==> src/rtl/io_debounce.sv <==
// io_debounce: synchronizes 8 switch and 5 button pins, then debounces each bit
// independently. A free-running prescaler produces a sample tick; a bit's
// debounced level changes only after STABLE_CNT consecutive ticks disagree with it.
// deb_bypass forwards the synchronized levels directly to the outputs.
// Optional macro IO_DEB_SYNC3_EN: 3-flop synchronizer instead of 2 (adds 1 cycle).
module io_debounce #(
  parameter int unsigned PRESCALE   = 1000,  // 1..65535 clk cycles per tick
  parameter int unsigned STABLE_CNT = 4      // 1..255 ticks to commit a change
) (
  input  logic       clk,
  input  logic       res_n,
  input  logic [7:0] switch_raw,
  input  logic [4:0] button_raw,
  input  logic       deb_bypass,
  output logic [7:0] switch,
  output logic [4:0] button,
  output logic       tick_o
);

  localparam int N_IN = 13;  // bits [7:0] switches, [12:8] buttons

`ifdef IO_DEB_SYNC3_EN
  localparam int SYNC_STAGES = 3;
`else
  localparam int SYNC_STAGES = 2;
`endif

  localparam logic [15:0] PRE_LAST = 16'(PRESCALE - 1);
  localparam logic [7:0]  CNT_LAST = 8'(STABLE_CNT - 1);

  logic [SYNC_STAGES-1:0][N_IN-1:0] sync_q;
  logic [N_IN-1:0]                  synced;
  logic [15:0]                      pre_cnt;
  logic [15:0]                      pre_cnt_nxt;
  logic [N_IN-1:0][7:0]             cnt_q;
  logic [N_IN-1:0]                  stable_q;

  // Multi-flop synchronizer: raw pins enter stage 0, the last stage is used.
  // NOTE: every flop here uses non-blocking assignment so all stages shift
  // together on the same edge instead of racing through in one cycle.
  always_ff @(posedge clk or negedge res_n) begin
    if (!res_n) begin
      sync_q <= '0;
    end else begin
      sync_q <= {sync_q[SYNC_STAGES-2:0], {button_raw, switch_raw}};
    end
  end

  assign synced = sync_q[SYNC_STAGES-1];

  // Next prescaler count: 0..PRESCALE-1, then wrap.
  // NOTE: the variable gets a value on every path so no latch is inferred.
  always_comb begin
    pre_cnt_nxt = pre_cnt + 16'd1;
    if (pre_cnt == PRE_LAST) begin
      pre_cnt_nxt = '0;
    end
  end

  // Prescaler and tick register: tick_o is high exactly while pre_cnt == PRESCALE-1,
  // so the debounce logic acts on the edge that ends that cycle.
  always_ff @(posedge clk or negedge res_n) begin
    if (!res_n) begin
      pre_cnt <= '0;
      tick_o  <= 1'b0;
    end else begin
      pre_cnt <= pre_cnt_nxt;
      tick_o  <= (pre_cnt_nxt == PRE_LAST);
    end
  end

  // Per-bit qualification counters and debounced levels; bypass forces follow mode.
  // NOTE: the counter array is plain flops, not RAM, so it is cleared by reset;
  // a partial qualification must never survive a reset.
  always_ff @(posedge clk or negedge res_n) begin
    if (!res_n) begin
      cnt_q    <= '0;
      stable_q <= '0;
    end else if (deb_bypass) begin
      cnt_q    <= '0;
      stable_q <= synced;
    end else if (tick_o) begin
      for (int i = 0; i < N_IN; i++) begin
        if (synced[i] != stable_q[i]) begin
          if (cnt_q[i] == CNT_LAST) begin
            stable_q[i] <= ~stable_q[i];
            cnt_q[i]    <= '0;
          end else begin
            cnt_q[i] <= cnt_q[i] + 8'd1;
          end
        end else begin
          // Level matches again: a glitch restarts qualification.
          cnt_q[i] <= '0;
        end
      end
    end
  end

  assign {button, switch} = stable_q;

endmodule

==> config.mk <==
export PLATFORM = sky130hd
export DESIGN_NAME = io_debounce
export DESIGN_NICKNAME = d
export VERILOG_FILES = /design/src/rtl/io_debounce.sv
export SDC_FILE = /design/constraint.sdc
export NUM_CORES = 1
export LEC_CHECK = 0
export CORE_UTILIZATION = 43
export DETAILED_ROUTE_END_ITERATION = 10
export PLACE_DENSITY = 0.67
export SLEW_MARGIN = 10
export SYNTH_ARGS = -nofsm -noshare
export SYNTH_HDL_FRONTEND = slang
export SYNTH_SLANG_ARGS = --single-unit
==> constraint.sdc <==
create_clock -name clk -period 5.69 [get_ports clk]
set_input_delay 1.138 -clock clk [delete_from_list [all_inputs] [get_ports clk]]
set_output_delay 1.138 -clock clk [all_outputs]
set_load 0.05 [all_outputs]
# After elaboration in Yosys (flattened, before gate mapping)
# Index checks and enable logic that the tools add are counted.
[word_totals]
latchBits = 0
ramBits = 0
n_memories = 0
regBits = 160
elab_cells = 182
inputBits = 16
romBits = 0
output_inout_bits = 14
[classes]
n_div = 0
bitwise = 13
reduce_logical = 40
shift = 0
magnitude_cmp = 0
mul = 0
muxes = 57
n_eq_ne = 28
addsub = 14
[op_table]
columns = ["cell", "count"]
rows = [
  ["2-to-1 mux 104 bit", 2],
  ["2-to-1 mux 8 bit", 26],
  ["adder 8 x 1 -> 8 bit, second input constant", 13],
  ["== test 8 x 2 -> 1 bit, second input constant", 13],
  ["nonzero test 2 bit", 27],
  ["AND reduction 3 bit", 13],
  ["== test 16 x 10 -> 1 bit, second input constant", 2],
  ["2-to-1 mux 1 bit", 26],
  ["2-to-1 mux 13 bit", 2],
  ["adder 16 x 1 -> 16 bit, second input constant", 1],
  ["2-to-1 mux 16 bit", 1],
  ["inequality test 1 bit", 13],
  ["inverter 1 bit", 13],
]

# Longest topological paths before layout
# Gate-level depths: netlist of run 1.
[depth]
ltp_word = 5
ltp_mapped = 6
mapped_depth_nobuf = 5

# Least setup slack after synthesis of run 1
# Ideal clock, no wire load.
[synth_timing]
path_kind = "input-to-reg"
startpoint = "input port deb_bypass"
endpoint = "register cnt_q[25] in the netlist's numbering"
stages = 5
arrival_time_ns = 2.305
path_slack_ns = 3.317
n_path_buf = 3
cell_sequence = "nor2_1 > clkbuf_1 > clkbuf_1 > buf_1 > a32o_1"
[synth_via]
elab_chain_len = 1
word_cells_on_any_way = 2
classes_between = "mux (1); reduce/logical (1)"
[synth_lines]
columns = ["item", "line_no", "rtl"]
rows = [
  ["start: declaration", "14", "input logic deb_bypass,"],
  ["2-to-1 mux 104 bit / nonzero test 2 bit (equally long branches)", "n/a", ""],
  ["end signal: indexed assignment", "89", "cnt_q[i] <= cnt_q[i] + 8'd1;"],
  ["end: declaration", "35", "logic [N_IN-1:0][7:0] cnt_q;"],
]
# Several ways; a longest one is shown, not always the timed one.
# A chain may end at the register's enable or synchronous reset.

# Worst setup path in the final report of run 1
[layout_timing]
startpoint = "register tick_o"
endpoint = "output port tick_o"
[layout_lines]
columns = ["item", "line_no", "rtl"]
rows = [
  ["start: declaration", "17", "output logic tick_o"],
  ["start signal: assignment", "68", "tick_o <= (pre_cnt_nxt == PRE_LAST);"],
]
# No word-level cell between the ends.

==> run metrics, run 1 <==
most frequent cells after synthesis=dfrtp_1 (160), nor2_1 (77), nand2_1 (76); Routed WL per cell=roughly 14 um; CTS tree=yes; area share of the largest cell type after synthesis=roughly half; first-pass GRT wire length=approximately 26000 um; Avg Cell Area, Syn=between 10 and 15 sq um; Nets=between 800 and 900; Final period util=55.8%; Post-synth EDFFs=0; RSZ-0062 raised after global routing=no; HPWL Detailed=~9000 um; cell family with most CP delay=buffers and inverters; post-cts gate resize count=0; share of layout cells above drive strength 1=8.61%; clk root buf=clkbuf_16; gr usage total=approximately 18%; Seq/Total Area, Yosys=51.1%; TritonCTS Buffers=17; Slew HR=36.8%; final hold violation count=0; Longest Clk Path Bufs=2; synth warn=0; CP Launch Type=flip-flop; CTS clk-pin slew, worst paths=roughly 0.060 ns; CORE AREA=0.0179 sq mm; die height=between 100 and 150 um; Starting Density=a little over two fifths; Worst path slowest cell=clkdlybuf4s50_1; worst-path maximum fanout=33; Critical Path AT=approximately 2.0 ns; Skew-Pair Late Insertion Delay=approximately 0.43 ns; Routed Antenna Nets=0; vias=5770; status=finished, final reports clean; most frequent cell after synthesis=dfrtp_1; Synth Flop Type=dfrtp_1; H-tree level count=4; CTS sink cnt=160; Yosys reg bits=160; vias in the first global route=roughly 5700; grt ovf=0; die width=about 140 um; die area=~0.019 sq mm; # IOs=30; library cells used by synthesis=53; Post-CTS Setup Repair Bufs=0; Layout Area Growth over Synthesis=14.8%; PnR Total Power=around 2.7 mW; top cells by area, synth=dfrtp_1 (51%), xnor2_1 (4.5%), nor2_1 (3.7%); largest net degree at the start of global routing=93; Crit Path Class=reg -> out; CP required=about 4.6 ns; total iterations of the first detailed-routing run=5; Peak VDD IR=0.225 mV; CP Capture Type=primary output; worst path cell trace=buf_4 > clkdlybuf4s50_1; worst hold-check path type=reg -> reg; worst path bufs/invs=2; diode count=0; Max Clock Freq=approximately 310 MHz; post-layout minimum cycle time=around 3.2 ns; Tightest Pin Transition=0.948 ns; # setup viols final=0; Pins Over Slew Limit=0; mapped cell area=between 0.007 and 0.008 sq mm; initial antenna violation count=0; leakage=approximately 3.8 nW; Min Hold Slack=approximately 0.35 ns; # DRC=0; Synth Net Count=~810; total of max-cap violations=0; dominant cell type by area after synthesis=dfrtp_1; Vias/cell=~5.5; Max Clock Skew=approximately 0.009 ns; FFs w/ async S/R, synth=100%; GPL Wtd Cong=between 0.7 and 0.8; setup TNS after final layout=0 ns; port buffer count=29; num rows=49; Synth Instances=just under 800; Post-CTS Hold Buffers=0; wirelength, routed=between 15000 and 20000 um; Starting DRT DRC Count=around 350; CP peak stage delay=approximately 0.89 ns; PwrDens=~300 mW/mm^2
[power by group]
| part | switching (mW) | internal [mW] |
|---|---|---|
| sequential | 0.0278 | 1.17 |
| clock | 0.446 | 0.841 |
| combinational | 0.140 | 0.0771 |
[cells in the final DEF, fill, tap and decap left out, drive strengths merged, types with 20 or more instances in the layout]
| cell type | count |
|---|---|
| dfrtp | 160 |
| nor2 | 77 |
| nand2 | 76 |
| o21ai | 42 |
| xnor2 | 40 |
| nand3 | 39 |
| clkdlybuf4s50 | 27 |
| a21oi | 23 |
| clkbuf | 20 |
[layout make-up]
type | count | area (sq um)
sequential | 160 | 4000
fill | 1635 | 8900
inverter | 17 | 63.8
timing repair buffer | 34 | 324
clock inverter | 11 | 210
tap | 229 | 287
clock buffer | 20 | 457
multi-input combinational | 571 | 3650
[kinds of logic (layout without fill, tap and decap cells)]
kind of cell | count (synthesis) | count (layout) | synth area share [%]
buffers and inverters | 47 | 82 | 2.41
and+or+nand+nor | 301 | 301 | 19.1
adders and majority gates | 14 | 14 | 2.23
xor gates and xnor gates | 55 | 55 | 6.14
muxes | 23 | 23 | 3.21
DFF | 160 | 160 | 51.1
AOI/OAI and AO/OA | 178 | 178 | 15.9
[state kept, by name (all words and copies together) (netlist names)]
signal,count
pre_cnt,16
tick_o,1
sync_q,13
stable_q,13
cnt_q,104
synced,13
[metrics by stage]
step / setup WS (ns) / instances / utilization (%) / cell area, sq um
CTS: 2.49 / 1042 / 50.3 / 9000
finish: 2.51 / 1042 / 50.3 / 9000
global placement: 2.73 / 1011 / 46.5 / 8330
floorplan: 3.32 / 778 / - / 7840
detailed placement: 2.64 / 1011 / 46.5 / 8330
global route: 2.43 / 1042 / 50.3 / 9000
[layer usage]
metal	track usage [%]	share of wire, %
met3	3.59	3.3
met1	23.5	50
met4	7.45	1.6
met2	28.1	45
met5	0	0
[worst paths after layout]
check,from,end,slack [ns],depth (start not counted)
worst min register to register,sync_q[10]$_DFF_PN0_,synced[10]$_DFF_PN0_,0.35,0
worst max register to register,tick_o$_DFF_PN0_,cnt_q[54]$_DFFE_PN0P_,3.33,6
max in group asynchronous,res_n,cnt_q[53]$_DFFE_PN0P_,3.89,2
min in group asynchronous,res_n,stable_q[1]$_DFFE_PN0P_,0.80,1
worst min-delay path,sync_q[10]$_DFF_PN0_,synced[10]$_DFF_PN0_,0.35,0
worst max-delay path,tick_o$_DFF_PN0_,tick_o,2.51,2
[worst reg2reg max path: cells and delay by family, from the launching register on]
kind            cells  cell delay, ns
mux                 1            0.18
simple gates        2            0.19
buf+inv             2            0.79
flops               1            0.33
compound gates      1            0.79
Note: power is estimated with default switching activity, not from simulation.
==> run 2, diff against run 1 <==
clock period = 3.32 ns   (was 5.69 ns; I/O delays follow)
==> run 2 against run 1 <==
- non-clock buffer count rose by 4
- final cell count is 0.48% higher
- clock skew fell by 0.00058 ns
- sequential cell count did not move
- routed wire length increased by 1.1%
- largest power group is now sequential cells
- sequential share of layout area up 0.30 points
- worst setup slack worse by 1.9 ns
- critical endpoint unchanged
- clock-buffer cell count down 2
- total power grew 59%
- first-iteration DRC count fell by 23%
- register-to-register slack lost 2.1 ns
- combinational power increased by 74%
==> run metrics, run 2 (synthesis results as in run 1) <==
Layout Area Growth over Synthesis=14.0%; die height=137 um (unchanged); vias in the first global route=5390 (-5.0%); num rows=49 (unchanged); worst-path maximum fanout=13 (-61%); Tightest Pin Transition=0.880 ns (-0.0672 ns); worst hold-check path type=in -> async; Final Core Density=49.9% (-0.34 points); CTS clk-pin slew, worst paths=0.06 ns (about the same); cell family with most CP delay=buffers and inverters; Worst path slowest cell=clkdlybuf4s50_1; # setup viols final=0 (unchanged); Pins Over Slew Limit=0 (unchanged); Longest Clk Path Bufs=2 (unchanged); GPL Wtd Cong=0.793 (+1.9%); Min Hold Slack=0.300 ns (-0.0448 ns); total of max-cap violations=0 (unchanged); Crit Path Class=reg -> out; post-cts gate resize count=0 (unchanged); Max Clock Skew=0.00819 ns (-0.000577 ns); Vias/cell=5.48 (-1.1%); die width=137 um (unchanged); setup TNS after final layout=0 ns (unchanged); Biggest register=cnt_q; HPWL Detailed=9820 um (+6.4%); PwrDens=481 mW/mm^2 (+60%); vias=5733 (-0.64%); worst path bufs/invs=1 (-1); Critical Path AT=2.05 ns (about the same); CTS tree=yes; CP Launch Type=flip-flop; Starting DRT DRC Count=269 (-23%); Peak VDD IR=0.408 mV (+81%); Critical Path Start=tick_o$_DFF_PN0_; worst path cell trace=clkdlybuf4s50_1; commonest non-fill, non-tap cells in the layout=dfrtp_1 (160), nand2_1 (76), nor2_1 (76); total iterations of the first detailed-routing run=5 (unchanged); # fillers=1625 (-0.61%); Skew-Pair Late Insertion Delay=0.43 ns (about the same); grt ovf=0 (unchanged); Regs by FF count=cnt_q: 104 flops, pre_cnt: 16 flops; wirelength, routed=15200 um (+1.1%); RSZ-0062 raised after global routing=no; leakage=3.71 nW (-1.2%); most common cell after layout, fill and taps aside=dfrtp_1; post-layout minimum cycle time=2.72 ns; CP Capture Type=primary output; Starting Density=43.8% (unchanged); # IOs=30 (unchanged); # DRC=0 (unchanged); Routed Antenna Nets=0 (unchanged); Post-CTS Setup Repair Bufs=0 (unchanged); port buffer count=29 (unchanged); first-pass GRT wire length=26000 um (-1.4%); CP peak stage delay=0.92 ns (+0.03 ns); Max Clock Freq=about 370 MHz; Final period util=between 80% and 90%; number of flip-flops in the largest register=104 (unchanged); die area=0.0188 sq mm (unchanged); largest net degree at the start of global routing=94 (+1.1%); status=finished, final reports clean; Slew HR=41.0% (+4.1 points); Nets=835 (+0.48%); CORE AREA=0.0179 sq mm (unchanged); CP required=2.66 ns (-1.89 ns); TritonCTS Buffers=17 (unchanged); share of layout cells above drive strength 1=9.17% (+0.56 points); Routed WL per cell=14.5 um (+0.62%); worst r2r src=cnt_q[40]$_DFFE_PN0P_; diode count=0 (unchanged); final hold violation count=0 (unchanged); H-tree level count=4 (unchanged); gr usage total=17.6% (-0.071 points); Post-CTS Hold Buffers=0 (unchanged); clk root buf=clkbuf_16; initial antenna violation count=0 (unchanged); CTS sink cnt=160 (unchanged)
run 2: metal layers:
metal / track usage (%) / wire, um
met5: 0 / 0
met4: 5.07 / 155
met3: 4.81 / 406
met2: 27.4 / 6980
met1: 24.0 / 7630
run 2: final cells by class:
type	count	area [sq um]	share of cell area (%)
timing repair buffer	38	367	4.10
clock inverter	14	135	1.51
sequential	160	4000	44.8
inverter	17	63.8	0.714
multi-input combinational	571	3650	40.9
clock buffer	18	429	4.80
tap	229	287	3.21
run 2: stage by stage:
stage / power (mW) / worst slack [ns] / std cells / area (sq um)
after global placement: 2.47 / 0.944 / 1015 / 8380
after floorplan: 2.32 / 1.40 / 778 / 7840
after detailed placement: 2.47 / 0.939 / 1015 / 8380
after global routing: 4.50 / 0.553 / 1047 / 8940
after CTS: 4.37 / 0.577 / 1047 / 8940
final: 4.30 / 0.604 / 1047 / 8940
run 2: path summary, 6_finish.rpt:
kind	to	slack, ns	depth (start not counted)
max	tick_o	0.60	1
min	sync_q[1]$_DFF_PN0_	0.30	1
max reg2reg	stable_q[5]$_DFFE_PN0P_	1.22	5
min reg2reg	synced[7]$_DFF_PN0_	0.34	0
max in group asynchronous	cnt_q[82]$_DFFE_PN0P_	2.22	2
min in group clk	synced[7]$_DFF_PN0_	0.34	0
run 2: power breakdown:
part           internal, mW  switching [mW]  total (mW)
Sequential             2.01          0.0472        2.05
Combinational         0.136           0.241       0.378
Clock                  1.04           0.832        1.87
Total                  3.18            1.12        4.30
==> run 3, diff against run 2 <==
PLACE_DENSITY = 0.69   (was 0.67)
clock period = 2.36 ns   (was 3.32 ns; I/O delays follow)
==> run 3 against run 2 <==
- largest power group is now the clock network
- combinational power is 48% higher
- register-to-register slack worse by 0.89 ns
- worst setup slack worse by 0.38 ns
- sequential power is 41% higher
- critical path depth stayed put
- non-clock buffer count is 12 higher
- first-iteration DRC count is 7.8% higher
- largest cell class unchanged
- hold slack worse by 0.29 ns
- sequential share of layout area is 1.2 points lower
- cell area is 2.7% higher
- final cell count is 1.1% higher
==> run metrics, run 3 (synthesis results as in run 1) <==
status=finished, final reports clean; commonest non-fill, non-tap cells in the layout=dfrtp_1 (160), nand2_1 (76), nor2_1 (76); worst path bufs/invs=1 (unchanged); num rows=49 (unchanged); TritonCTS Buffers=17 (unchanged); Placed Cells=1027 (+1.2%); Layout Area Growth over Synthesis=17.1%; Nets=847 (+1.4%); total iterations of the first detailed-routing run=5 (unchanged); Final Core Density=51.3% (+1.3 points); # IOs=30 (unchanged); post-cts gate resize count=0 (unchanged); CP required=1.89 ns (-0.77 ns); Starting DRT DRC Count=290 (+7.8%); clk root buf=clkbuf_16; Tightest Pin Transition=0.739 ns (-0.142 ns); die width=137 um (unchanged); Critical Path Start=stable_q[5]$_DFFE_PN0P_; Starting Density=43.8% (unchanged); worst-path maximum fanout=3 (-10); Peak VDD IR=0.484 mV (+19%); setup TNS after final layout=0 ns (unchanged); Finished Layout Cells=1059 (+1.1%); Vias/cell=5.55 (+1.4%); Routed WL per cell=14.4 um (-0.53%); post-layout minimum cycle time=~2.1 ns; Critical Path AT=1.66 ns (-0.39 ns); Slew HR=50.7% (+9.8 points); wirelength, routed=15300 um (+0.61%); number of flip-flops in the largest register=104 (unchanged); total of max-cap violations=0 (unchanged); RSZ-0062 raised after global routing=no; Final period util=90.3%; Biggest register=cnt_q; worst path cell trace=clkdlybuf4s50_1; PwrDens=717 mW/mm^2 (+49%); final hold violation count=0 (unchanged); DP Area=0.00850 sq mm (+1.5%); cell family with most CP delay=buffers and inverters; # fillers=1638 (+0.80%); CP Capture Point=switch[5]; CP Launch Type=flip-flop; share of layout cells above drive strength 1=10.6% (+1.4 points); CORE AREA=0.0179 sq mm (unchanged); # DRC=0 (unchanged); CTS sink cnt=160 (unchanged); Post-CTS Hold Buffers=0 (unchanged); H-tree level count=4 (unchanged); Routed Antenna Nets=0 (unchanged); leakage=3.85 nW (+3.9%); port buffer count=29 (unchanged); Skew-Pair Late Insertion Delay=0.42 ns (about the same); first-pass GRT wire length=26500 um (+1.9%); grt ovf=0 (unchanged); die area=0.0188 sq mm (unchanged); fin area=0.00918 sq mm (+2.7%); Max Clock Skew=0.00770 ns (-0.000488 ns); die height=137 um (unchanged); Crit path depth=1 (unchanged); reg2reg setup slack=0.33 ns (-0.89 ns); most common cell after layout, fill and taps aside=dfrtp_1; initial antenna violation count=0 (unchanged); r2r endpoint=stable_q[5]$_DFFE_PN0P_; worst hold-check path type=in -> async; Post-CTS Setup Repair Bufs=0 (unchanged); Pins Over Slew Limit=0 (unchanged); CTS clk-pin slew, worst paths=0.06 ns (about the same); CTS tree=yes; vias in the first global route=5472 (+1.5%); CP peak stage delay=0.83 ns (-0.09 ns); vias=5881 (+2.6%); HPWL Detailed=10200 um (+3.3%); worst r2r src=cnt_q[40]$_DFFE_PN0P_; Crit Path Class=reg -> out; Worst path slowest cell=clkdlybuf4s50_1; GPL Wtd Cong=0.801 (+0.98%); CP Capture Type=primary output; Regs by FF count=cnt_q: 104 flops, pre_cnt: 16 flops; largest net degree at the start of global routing=57 (-39%); Max Clock Freq=around 470 MHz; diode count=0 (unchanged); gr usage total=18.0% (+0.32 points); Longest Clk Path Bufs=2 (unchanged); Min Hold Slack=0.00703 ns (-0.293 ns); # setup viols final=0 (unchanged); reg2reg path depth=5 (unchanged)
## run 3: changes by cell type in the layout (fill, tap and decap cells not counted), sizes merged
cell | previous run | this run
bufinv | 1 | 6
inv | 21 | 18
clkinvlp | 7 | 3
clkinv | 2 | 3
clkbuf | 18 | 19
clkdlybuf4s50 | 27 | 26
buf | 11 | 24
## run 3: worst min path at each step
stage | end | cells after the start
final | synced[1]$_DFF_PN0_ | 1
after global routing | synced[1]$_DFF_PN0_ | 1
after CTS | synced[1]$_DFF_PN0_ | 1
after detailed placement | synced[10]$_DFF_PN0_ | 0
after global placement | synced[12]$_DFF_PN0_ | 0
after floorplan | cnt_q[0]$_DFFE_PN0P_ | 0
## run 3: power breakdown
group	total, mW	switching, mW	internal [mW]	leakage [nW]
combinational	0.558	0.344	0.214	1.41
sequential	2.89	0.0665	2.82	2.12
clock	3.13	1.11	2.02	0.320
## run 3: metal layers
layer,vias to the layer above,track usage (%),part of all wire (%)
met5,-,0,0
met4,0,5.01,1.2
met3,15,4.11,2.5
met2,70,27.6,47
met1,2882,25.3,50
li1,2914,-,-
## run 3: stage by stage
step	power (mW)	setup WS [ns]
global route	6.85	0.182
floorplan	3.26	0.444
finish	6.58	0.229
CTS	6.66	0.197
detailed placement	3.50	0.306
global placement	3.50	0.384
## run 3: area by class of cell
cell class / count / area (sq um) / share of cell area (%)
clock inverter: 13 / 234 / 2.55
timing repair buffer: 50 / 492 / 5.36
clock buffer: 19 / 443 / 4.83
sequential: 160 / 4000 / 43.6
multi-input combinational: 571 / 3650 / 39.8
inverter: 17 / 63.8 / 0.695
tap: 229 / 287 / 3.12
